<file path="src/rtl/sram_bank_rd_arbiter.sv">
// Per-bank SRAM read-port arbiter: round-robin ownership of the bank held for a
// whole burst, with a fixed-latency return pipeline that tags each beat with its owner.
module sram_bank_rd_arbiter #(
    parameter int NUM_REQ      = 4,
    parameter int BANK_ID      = 0,
    parameter int BANK_CNT_LG2 = 2,
    parameter int DEPTH_LG2    = 10,
    parameter int DATA_WIDTH   = 256,
    parameter int RD_LAT       = 2
) (
    input  logic                              clk,
    input  logic                              rst,
    input  logic [NUM_REQ-1:0]                req_i,
    input  logic [NUM_REQ*BANK_CNT_LG2-1:0]   rid_i,
    input  logic [NUM_REQ*DEPTH_LG2-1:0]      addr_i,
    input  logic [NUM_REQ-1:0]                reb_i,
    input  logic [NUM_REQ-1:0]                rlast_i,
    output logic [NUM_REQ-1:0]                ack_o,
    output logic [DATA_WIDTH-1:0]             rdata_o,
    output logic [NUM_REQ-1:0]                rvalid_o,
    output logic                              sram_reb_o,
    output logic [DEPTH_LG2-1:0]              sram_addr_o,
    input  logic [DATA_WIDTH-1:0]             sram_rdata_i,
    output logic                              busy_o
);

    localparam int OW = $clog2(NUM_REQ);
    localparam logic [BANK_CNT_LG2-1:0] BANK_SEL = BANK_CNT_LG2'(BANK_ID);

    typedef enum logic {
        IDLE,
        BUSY
    } state_t;

    state_t               state_q, state_d;
    logic [OW-1:0]        owner_q, owner_d;
    logic [OW-1:0]        rr_ptr_q, rr_ptr_d;
    logic [RD_LAT-1:0]    pipe_vld;
    logic [OW-1:0]        pipe_own [RD_LAT];

    logic [NUM_REQ-1:0]   eligible;
    logic [NUM_REQ-1:0]   owner_mask;
    logic                 sel_reb;
    logic                 sel_rlast;
    logic                 sel_elig;
    logic [DEPTH_LG2-1:0] sel_addr;
    logic                 beat;
    logic                 release_now;
    logic [OW:0]          pick;

    function automatic logic [OW-1:0] wrap_inc(input logic [OW-1:0] idx);
        if (int'(idx) >= NUM_REQ - 1) begin
            return '0;
        end
        return idx + 1'b1;
    endfunction

    // Returns {found, index} of the first set bit searching start, start+1, ... modulo NUM_REQ.
    function automatic logic [OW:0] rr_pick(input logic [NUM_REQ-1:0] elig,
                                            input logic [OW-1:0]      start);
        logic [2*NUM_REQ-1:0] dbl;
        logic [NUM_REQ-1:0]   rot;
        logic [OW:0]          res;
        int                   pos;
        dbl = {elig, elig} >> start;
        rot = dbl[NUM_REQ-1:0];
        res = '0;
        for (int i = NUM_REQ - 1; i >= 0; i--) begin
            pos = int'(start) + i;
            if (pos >= NUM_REQ) begin
                pos = pos - NUM_REQ;
            end
            if (rot[i]) begin
                res = {1'b1, OW'(pos)};
            end
        end
        return res;
    endfunction

    always_comb begin
        for (int k = 0; k < NUM_REQ; k++) begin
            eligible[k] = req_i[k] && (rid_i[k*BANK_CNT_LG2 +: BANK_CNT_LG2] == BANK_SEL);
        end
    end

    always_comb begin
        sel_reb   = 1'b1;
        sel_rlast = 1'b0;
        sel_elig  = 1'b0;
        sel_addr  = '0;
        for (int k = 0; k < NUM_REQ; k++) begin
            if (owner_q == OW'(k)) begin
                sel_reb   = reb_i[k];
                sel_rlast = rlast_i[k];
                sel_elig  = eligible[k];
                sel_addr  = addr_i[k*DEPTH_LG2 +: DEPTH_LG2];
            end
        end
    end

    assign owner_mask  = NUM_REQ'(1) << owner_q;
    assign beat        = (state_q == BUSY) && !sel_reb;
    // An eligibility drop on the rlast beat still issues that beat; both paths release.
    assign release_now = (state_q == BUSY) && ((beat && sel_rlast) || !sel_elig);

    always_comb begin
        state_d  = state_q;
        owner_d  = owner_q;
        rr_ptr_d = rr_ptr_q;
        pick     = '0;
        case (state_q)
            IDLE: begin
                pick = rr_pick(eligible, rr_ptr_q);
                if (pick[OW]) begin
                    owner_d = pick[OW-1:0];
                    state_d = BUSY;
                end
            end
            BUSY: begin
                if (release_now) begin
                    rr_ptr_d = wrap_inc(owner_q);
                    pick     = rr_pick(eligible & ~owner_mask, wrap_inc(owner_q));
                    if (pick[OW]) begin
                        owner_d = pick[OW-1:0];
                    end else begin
                        state_d = IDLE;
                    end
                end
            end
            default: begin
                state_d = IDLE;
            end
        endcase
    end

    always_ff @(posedge clk) begin
        if (rst) begin
            state_q  <= IDLE;
            owner_q  <= '0;
            rr_ptr_q <= '0;
        end else begin
            state_q  <= state_d;
            owner_q  <= owner_d;
            rr_ptr_q <= rr_ptr_d;
        end
    end

    // Beats carry their issuing owner so returns stay correct across a handoff.
    always_ff @(posedge clk) begin
        if (rst) begin
            pipe_vld <= '0;
            for (int s = 0; s < RD_LAT; s++) begin
                pipe_own[s] <= '0;
            end
        end else begin
            pipe_vld[0] <= beat;
            pipe_own[0] <= owner_q;
            for (int s = 1; s < RD_LAT; s++) begin
                pipe_vld[s] <= pipe_vld[s-1];
                pipe_own[s] <= pipe_own[s-1];
            end
        end
    end

    assign busy_o      = (state_q == BUSY);
    assign ack_o       = busy_o ? owner_mask : '0;
    assign sram_reb_o  = busy_o ? sel_reb : 1'b1;
    assign sram_addr_o = busy_o ? sel_addr : '0;
    assign rvalid_o    = pipe_vld[RD_LAT-1] ? (NUM_REQ'(1) << pipe_own[RD_LAT-1]) : '0;
    assign rdata_o     = sram_rdata_i;

endmodule

</file>
<file path="config.mk">
export PLATFORM = sky130hd
export DESIGN_NAME = sram_bank_rd_arbiter
export DESIGN_NICKNAME = d
export VERILOG_FILES = /design/src/rtl/sram_bank_rd_arbiter.sv
export SDC_FILE = /design/constraint.sdc
export NUM_CORES = 1
export LEC_CHECK = 0
export ABC_AREA = 0
export CAP_MARGIN = 10
export CORE_AREA = 2 2 231 233
export CTS_BUF_LIST = sky130_fd_sc_hd__clkbuf_16
export CTS_CLUSTER_SIZE = 28
export DETAILED_ROUTE_END_ITERATION = 16
export DIE_AREA = 0 0 233 235
export MAX_ROUTING_LAYER = met4
export PLACE_DENSITY = 0.37
export REMOVE_ABC_BUFFERS = 1
export SYNTH_ARGS = -nofsm -noshare
export SYNTH_HDL_FRONTEND = slang
export SYNTH_SLANG_ARGS = --single-unit
</file>
<file path="constraint.sdc">
create_clock -name clk -period 3.2 [get_ports clk]
set_clock_uncertainty 0.2 [all_clocks]
set_input_delay 0.64 -clock clk [delete_from_list [all_inputs] [get_ports clk]]
set_output_delay 0.64 -clock clk [all_outputs]
set_load 0.01 [all_outputs]
</file>
## Word level (Yosys, flattened, before mapping)

Memories as Yosys holds them, arrays and structs flattened.
Cells that the tools add are included.
W data, S select, Z words.

- $add $sub $neg: 15
- $lt $le $gt $ge: 9
- Equality and inequality tests: 6
- Shift-type cells: 4
- Muxes and demuxes: 59
- Bitwise logic cells: 5
- Reduce and logical (&&, ||, !) cells: 17

Operator list:

| kind | number |
|---|---|
| $mux W10 | 5 |
| $mux W2 | 17 |
| $mux W3 | 11 |
| $mux W1 | 22 |
| $ge A3 B3 Y1 const B | 6 |
| $shr A8 B2 Y4 | 2 |
| $sub A2 B1 Y2 const B | 8 |
| $add A2 B2 Y3 const B | 4 |
| $logic_not A2 Y1 | 5 |
| $mux W4 | 2 |
| $shl A1 B2 Y4 const A | 2 |
| $logic_and A1 B1 Y1 | 7 |
| $add A2 B1 Y3 const B | 2 |
| $ge A2 B3 Y1 const B | 2 |
| $ne A2 B1 Y1 const B | 3 |
| $and A4 B4 Y4 | 1 |
| $eq A2 B2 Y1 const B | 2 |
| $not A4 Y4 | 1 |
| $pmux W2 S2 | 1 |
| $reduce_and A3 Y1 | 1 |
| $add A2 B1 Y2 const B | 1 |
| $eq A2 B1 Y1 const B | 1 |
| $ge A2 B2 Y1 const B | 1 |
| $logic_not A1 Y1 | 2 |
| 5 further kinds | 6 |

- Flip-flop bits (word level): 7
- RAM bits: 4
- Input bits: 318
- Output and inout bits: 276
- Word-level logic and storage cells: 120
- Memories kept: 1

Memories:

| memory | depth | width | rd ports | clocked after memory_dff | wr ports | line | RTL |
|---|---|---|---|---|---|---|---|
| pipe_own | 2 | 2 | 2 | 0 | 2 | 39 | `logic [OW-1:0] pipe_own [RD_LAT];` |

## Longest topological paths before layout

Gate-level depths: netlist (run 1).

- Word-level depth: 27
- Gate-level depth with buffers: 9
- Gate-level depth less buffers: 7

## Least setup slack after synthesis (run 1)

OpenSTA, ideal clock, no wires.

- Path type: reg2out
- Start: register owner_q[0]
- End: output sram_reb_o
- Arrival: 1,733 ps
- Data required time: 2,360 ps
- Setup slack: 627 ps
- Stages on the path, launching flop included: 9
- Buffers on the path: 3
- Cell sequence: dfxtp_1 > clkbuf_1 > inv_1 > ha_1 > buf_6 > clkbuf_1 > nor3_1 > a211oi_1 > o21ai_0

- Word-level cells in the longest chain between the ends: 6
- Elaborated cells on any way between the ends: 9
- Classes of those cells: 3 x eq/ne; 5 x mux; 1 x reduce/logical

RTL lines:

| what | line | RTL |
|---|---|---|
| start, declared | 36 | `logic [OW-1:0] owner_q, owner_d;` |
| start signal, assigned | 143 | `owner_q <= owner_d;` |
| $logic_not A2 Y1 | 92 | `if (owner_q == OW'(k)) begin` |
| $mux W1 (3 in a row) | 92 |  |
| $mux W1 * | 92 |  |
| $mux W1 * | 167 | `assign sram_reb_o = busy_o ? sel_reb : 1'b1;` |
| end, declared | 21 | `output logic sram_reb_o,` |

Mark *: on every way between the ends. The rest lies on a longest branch, timed or not.

## Final worst setup path (run 1)

- Start: input addr_i[5]
- End: output sram_addr_o[5]

- Word-level cells in the longest chain between the ends: 5

RTL lines:

| what | line | RTL |
|---|---|---|
| start, declared | 15 | `input logic [NUM_REQ*DEPTH_LG2-1:0] addr_i,` |
| $mux W10 (4 in a row) | 92 |  |
| $mux W10 | 168 | `assign sram_addr_o = busy_o ? sel_addr : '0;` |
| end, declared | 22 | `output logic [DEPTH_LG2-1:0] sram_addr_o,` |

Every way passes these cells.

==> results of run 1 <==
==> critical path: cells and delay by family <==
kind / cells / cell delay (ps)
AND/OR/NAND/NOR: 2 / 260
buffers and inverters: 3 / 910
AO/OA/AOI/OAI: 3 / 470
==> flip-flops by register name (all words and copies together), names as in the netlist <==
signal    flops
pipe_vld      2
busy_o        1
owner_q       2
pipe_own      4
rr_ptr_q      2
==> cells in the final DEF (no fill, tap or decap), types with 2 or more instances in the layout <==
| master | count |
|---|---|
| ha_1 | 2 |
| dlymetal6s2s_1 | 4 |
| dfxtp_2 | 2 |
| inv_1 | 7 |
| dlygate4sd2_1 | 7 |
| buf_12 | 2 |
| or3_1 | 2 |
| a211oi_1 | 2 |
| nor2b_1 | 26 |
| o31ai_1 | 2 |
| nand2_1 | 6 |
| and2_1 | 6 |
| nor2_1 | 15 |
| nor3b_1 | 7 |
| clkdlybuf4s50_1 | 70 |
| a221oi_1 | 10 |
| nor3_1 | 13 |
| a211o_1 | 2 |
| dfxtp_1 | 9 |
| nand3_1 | 2 |
| nor4b_2 | 2 |
| clkbuf_16 | 3 |
| buf_4 | 23 |
| a21oi_1 | 14 |
| nor4_1 | 3 |
| or2_2 | 2 |
| o21ai_0 | 5 |
| mux2i_1 | 5 |
| ha_2 | 2 |
==> what timing repair did <==
action                     in CTS  in global routing
setup endpoints to repair      11                  6
resized for setup              12                  8
pin swaps                       1                  2
==> metrics by stage <==
stage	power, mW	hold WS [ps]	utilization	instances
final	0.937	257	0.0638	975
after floorplan	0.397	214	-	177
after detailed placement	0.700	256	0.0618	971
after global routing	1.00	280	0.0638	975
after global placement	0.703	245	0.0618	971
after CTS	0.946	262	0.0634	975
==> final cells by class <==
type                    count  area [sq um]  area share
clock buffers               3          75.1      0.0225
clock inverters             1          3.75     0.00113
inverters                   7          26.3     0.00789
multi-input cells         159          1120       0.335
flip-flops and latches     11           223      0.0669
well taps                 688           861       0.258
repair buffers            106          1020       0.308
==> power by group <==
group / internal [mW] / total, mW / switching (mW)
clock network: 0.165 / 0.241 / 0.0755
registers: 0.150 / 0.167 / 0.0173
logic: 0.278 / 0.529 / 0.251
total: 0.593 / 0.937 / 0.344
==> routing by layer <==
layer  GRT usage  vias up
met2       0.546      769
met4      0.0961        0
met5           -        -
met1      0.0690     1206
li1            -      904
met3       0.455       74
==> path summary, 6_finish.rpt <==
check / startpoint / endpoint / cells after the start
worst max-delay path: addr_i[5] / sram_addr_o[5] / 8
worst min register to register: pipe_own[0][1] / pipe_own[0][3] / 1
worst max register to register: owner_q[0] / owner_q[0] / 10
worst min-delay path: pipe_own[0][1] / pipe_own[0][3] / 1
==> kinds of logic (layout without fill, tap and decap cells) <==
kind of cell,count (synthesis),after routing,share of synthesized area
flops,11,11,0.0659
mux,5,5,0.0150
buf+inv,279,117,0.606
simple gates,96,96,0.179
fa+ha+maj,5,5,0.0180
compound gates,53,53,0.116
==> flow_summary_export.csv, run 1 <==
group,metric,value,unit
run_status,outcome,"completed",
worst_hold_path,min_path_type,"reg2reg",
clock_network,h-tree-depth,1,
drt,wl_met3,26900,um
drt,highest_layer,"met4",
synth,async_flop_share,0,
cells_and_area,drive_above_1_share,0.164,
clock_network,cts-buffers-inserted,3,
timing,worst_slack,81.1,ps
cells_and_area,nFillCells,6162,
synth,seq_area_frac_synth,0.0659,
floorplan,ios,594,
clock_network,clock-sinks,11,
worst_setup_path,worstSetupStartpointType,"input port",
place,dpl_cell_area,3230,sq um
global_routing,grt_pass1_wl,86800,um
synth,synth_seq_cells,11,
global_routing,grt_usage,0.294,
drt,met1_length,7120,um
cells_and_area,design_area,3330,sq um
power,leakagePower,1.07,nW
floorplan,die_area,54800,sq um
place,dp_slack,-257,ps
worst_setup_path,criticalPathCategory,"in2out",
synth,yosys_warnings,0,
worst_setup_path,cp_max_fo,1,
synth,synth_area_per_cell,7.44,sq um
power,p_per_area,281,nW/um^2
synth,syn_area,3340,sq um
timing,rsz0062_at_grt,"false",
timing,fin_tns_setup,0,ps
synth,yosysTopAreaCell,"buf_4",
cells_and_area,syn_to_final_growth,-0.262,%
drt,drcViolationCount,0,
place,gp_congestion,1.37,
worst_setup_path,critPathMaxStageDelay,470,ps
drt,wirelength,80800,um
timing,relSlewSlack,0.525,
synth,synth_top_flop_cell,"dfxtp_1",
clock_network,clkSlewWorstSetupHoldPaths,50,ps
synth,synth_edf_count,0,
drt,dr.pass1.iters,4,
floorplan,initial_core_util,0.0639,
global_routing,antenna_found_initial,0,
clock_network,clock_latency,250,ps
clock_network,cts.path.max_buffers,2,
floorplan,fp.dieW,233,um
power,peakVddDrop,0.139,mV
global_routing,grt_pass1_vias,2498,
drt,wire_per_inst,82.9,um
timing,final-setup-viol-count,0,
place,hpwl,79000,um
drt,vias_per_cell,3.03,
timing,fin_crit,3120,ps
synth,synth.top_cell.area_share,0.575,
synth,synth_area_leaders,"buf_4, dfxtp_1, nor2b_1",
floorplan,core-area,52200,sq um
timing,max_freq,321,MHz
drt,antenna_left,0,
worst_setup_path,cp_slowest_cell,"clkdlybuf4s50_1",
synth,synth_commonest_cells,"buf_4, nor2b_1, a21oi_1, nor2_1, nor3_1",
clock_network,postCtsHoldBufs,0,
timing,finalHoldViolations,0,
timing,worst_pin_slew,705,ps
cells_and_area,fin_nets,610,
floorplan,num_rows,84,
drt,dr_wl_met2,43400,um
synth,yosysUniqueCellTypes,54,
global_routing,grt.overflow.total,0,
job,max-cap-violations,0,
timing,period_share,0.975,
place,port_buffers,81,
worst_setup_path,path_cells,"clkdlybuf4s50_1, nand3b_1, a21oi_2, buf_4, a21oi_1, o21ai_0, and2_1, dlygate4sd2_1",
worst_setup_path,r2r_slack,390,ps
synth,syn_inst,449,
floorplan,die_h,235,um
drt,drt_iter0_markers,276,
clock_network,clockRootBuffer,"clkbuf_16",
global_routing,grt_max_degree,17,
clock_network,cts_tree,"yes",
clock_network,post_cts_buffers,0,
worst_setup_path,endpoint_kind,"primary output",
timing,drv_slew,0,
worst_setup_path,arrival,2280,ps
cells_and_area,n_antenna_cell,0,
synth,synth_most_common_cell,"buf_4",
worst_setup_path,cp.required,2360,ps
drt,vias,2953,
(Power assumes the default switching activity.)
==> inputs of run 2 (changes only) <==
--- a/config.mk
+++ b/config.mk
@@ -6,7 +6,7 @@
 export NUM_CORES = 1
 export LEC_CHECK = 0
 export ABC_AREA = 0
-export CAP_MARGIN = 10
+export CAP_MARGIN = 15
 export CORE_AREA = 2 2 231 233
 export CTS_BUF_LIST = sky130_fd_sc_hd__clkbuf_16
 export CTS_CLUSTER_SIZE = 28
@@ -15,6 +15,7 @@
 export MAX_ROUTING_LAYER = met4
 export PLACE_DENSITY = 0.37
 export REMOVE_ABC_BUFFERS = 1
+export SLEW_MARGIN = 20
 export SYNTH_ARGS = -nofsm -noshare
 export SYNTH_HDL_FRONTEND = slang
 export SYNTH_SLANG_ARGS = --single-unit
==> results of run 2 <==
Final layout, timing and power as in run 1 (identical DEF).
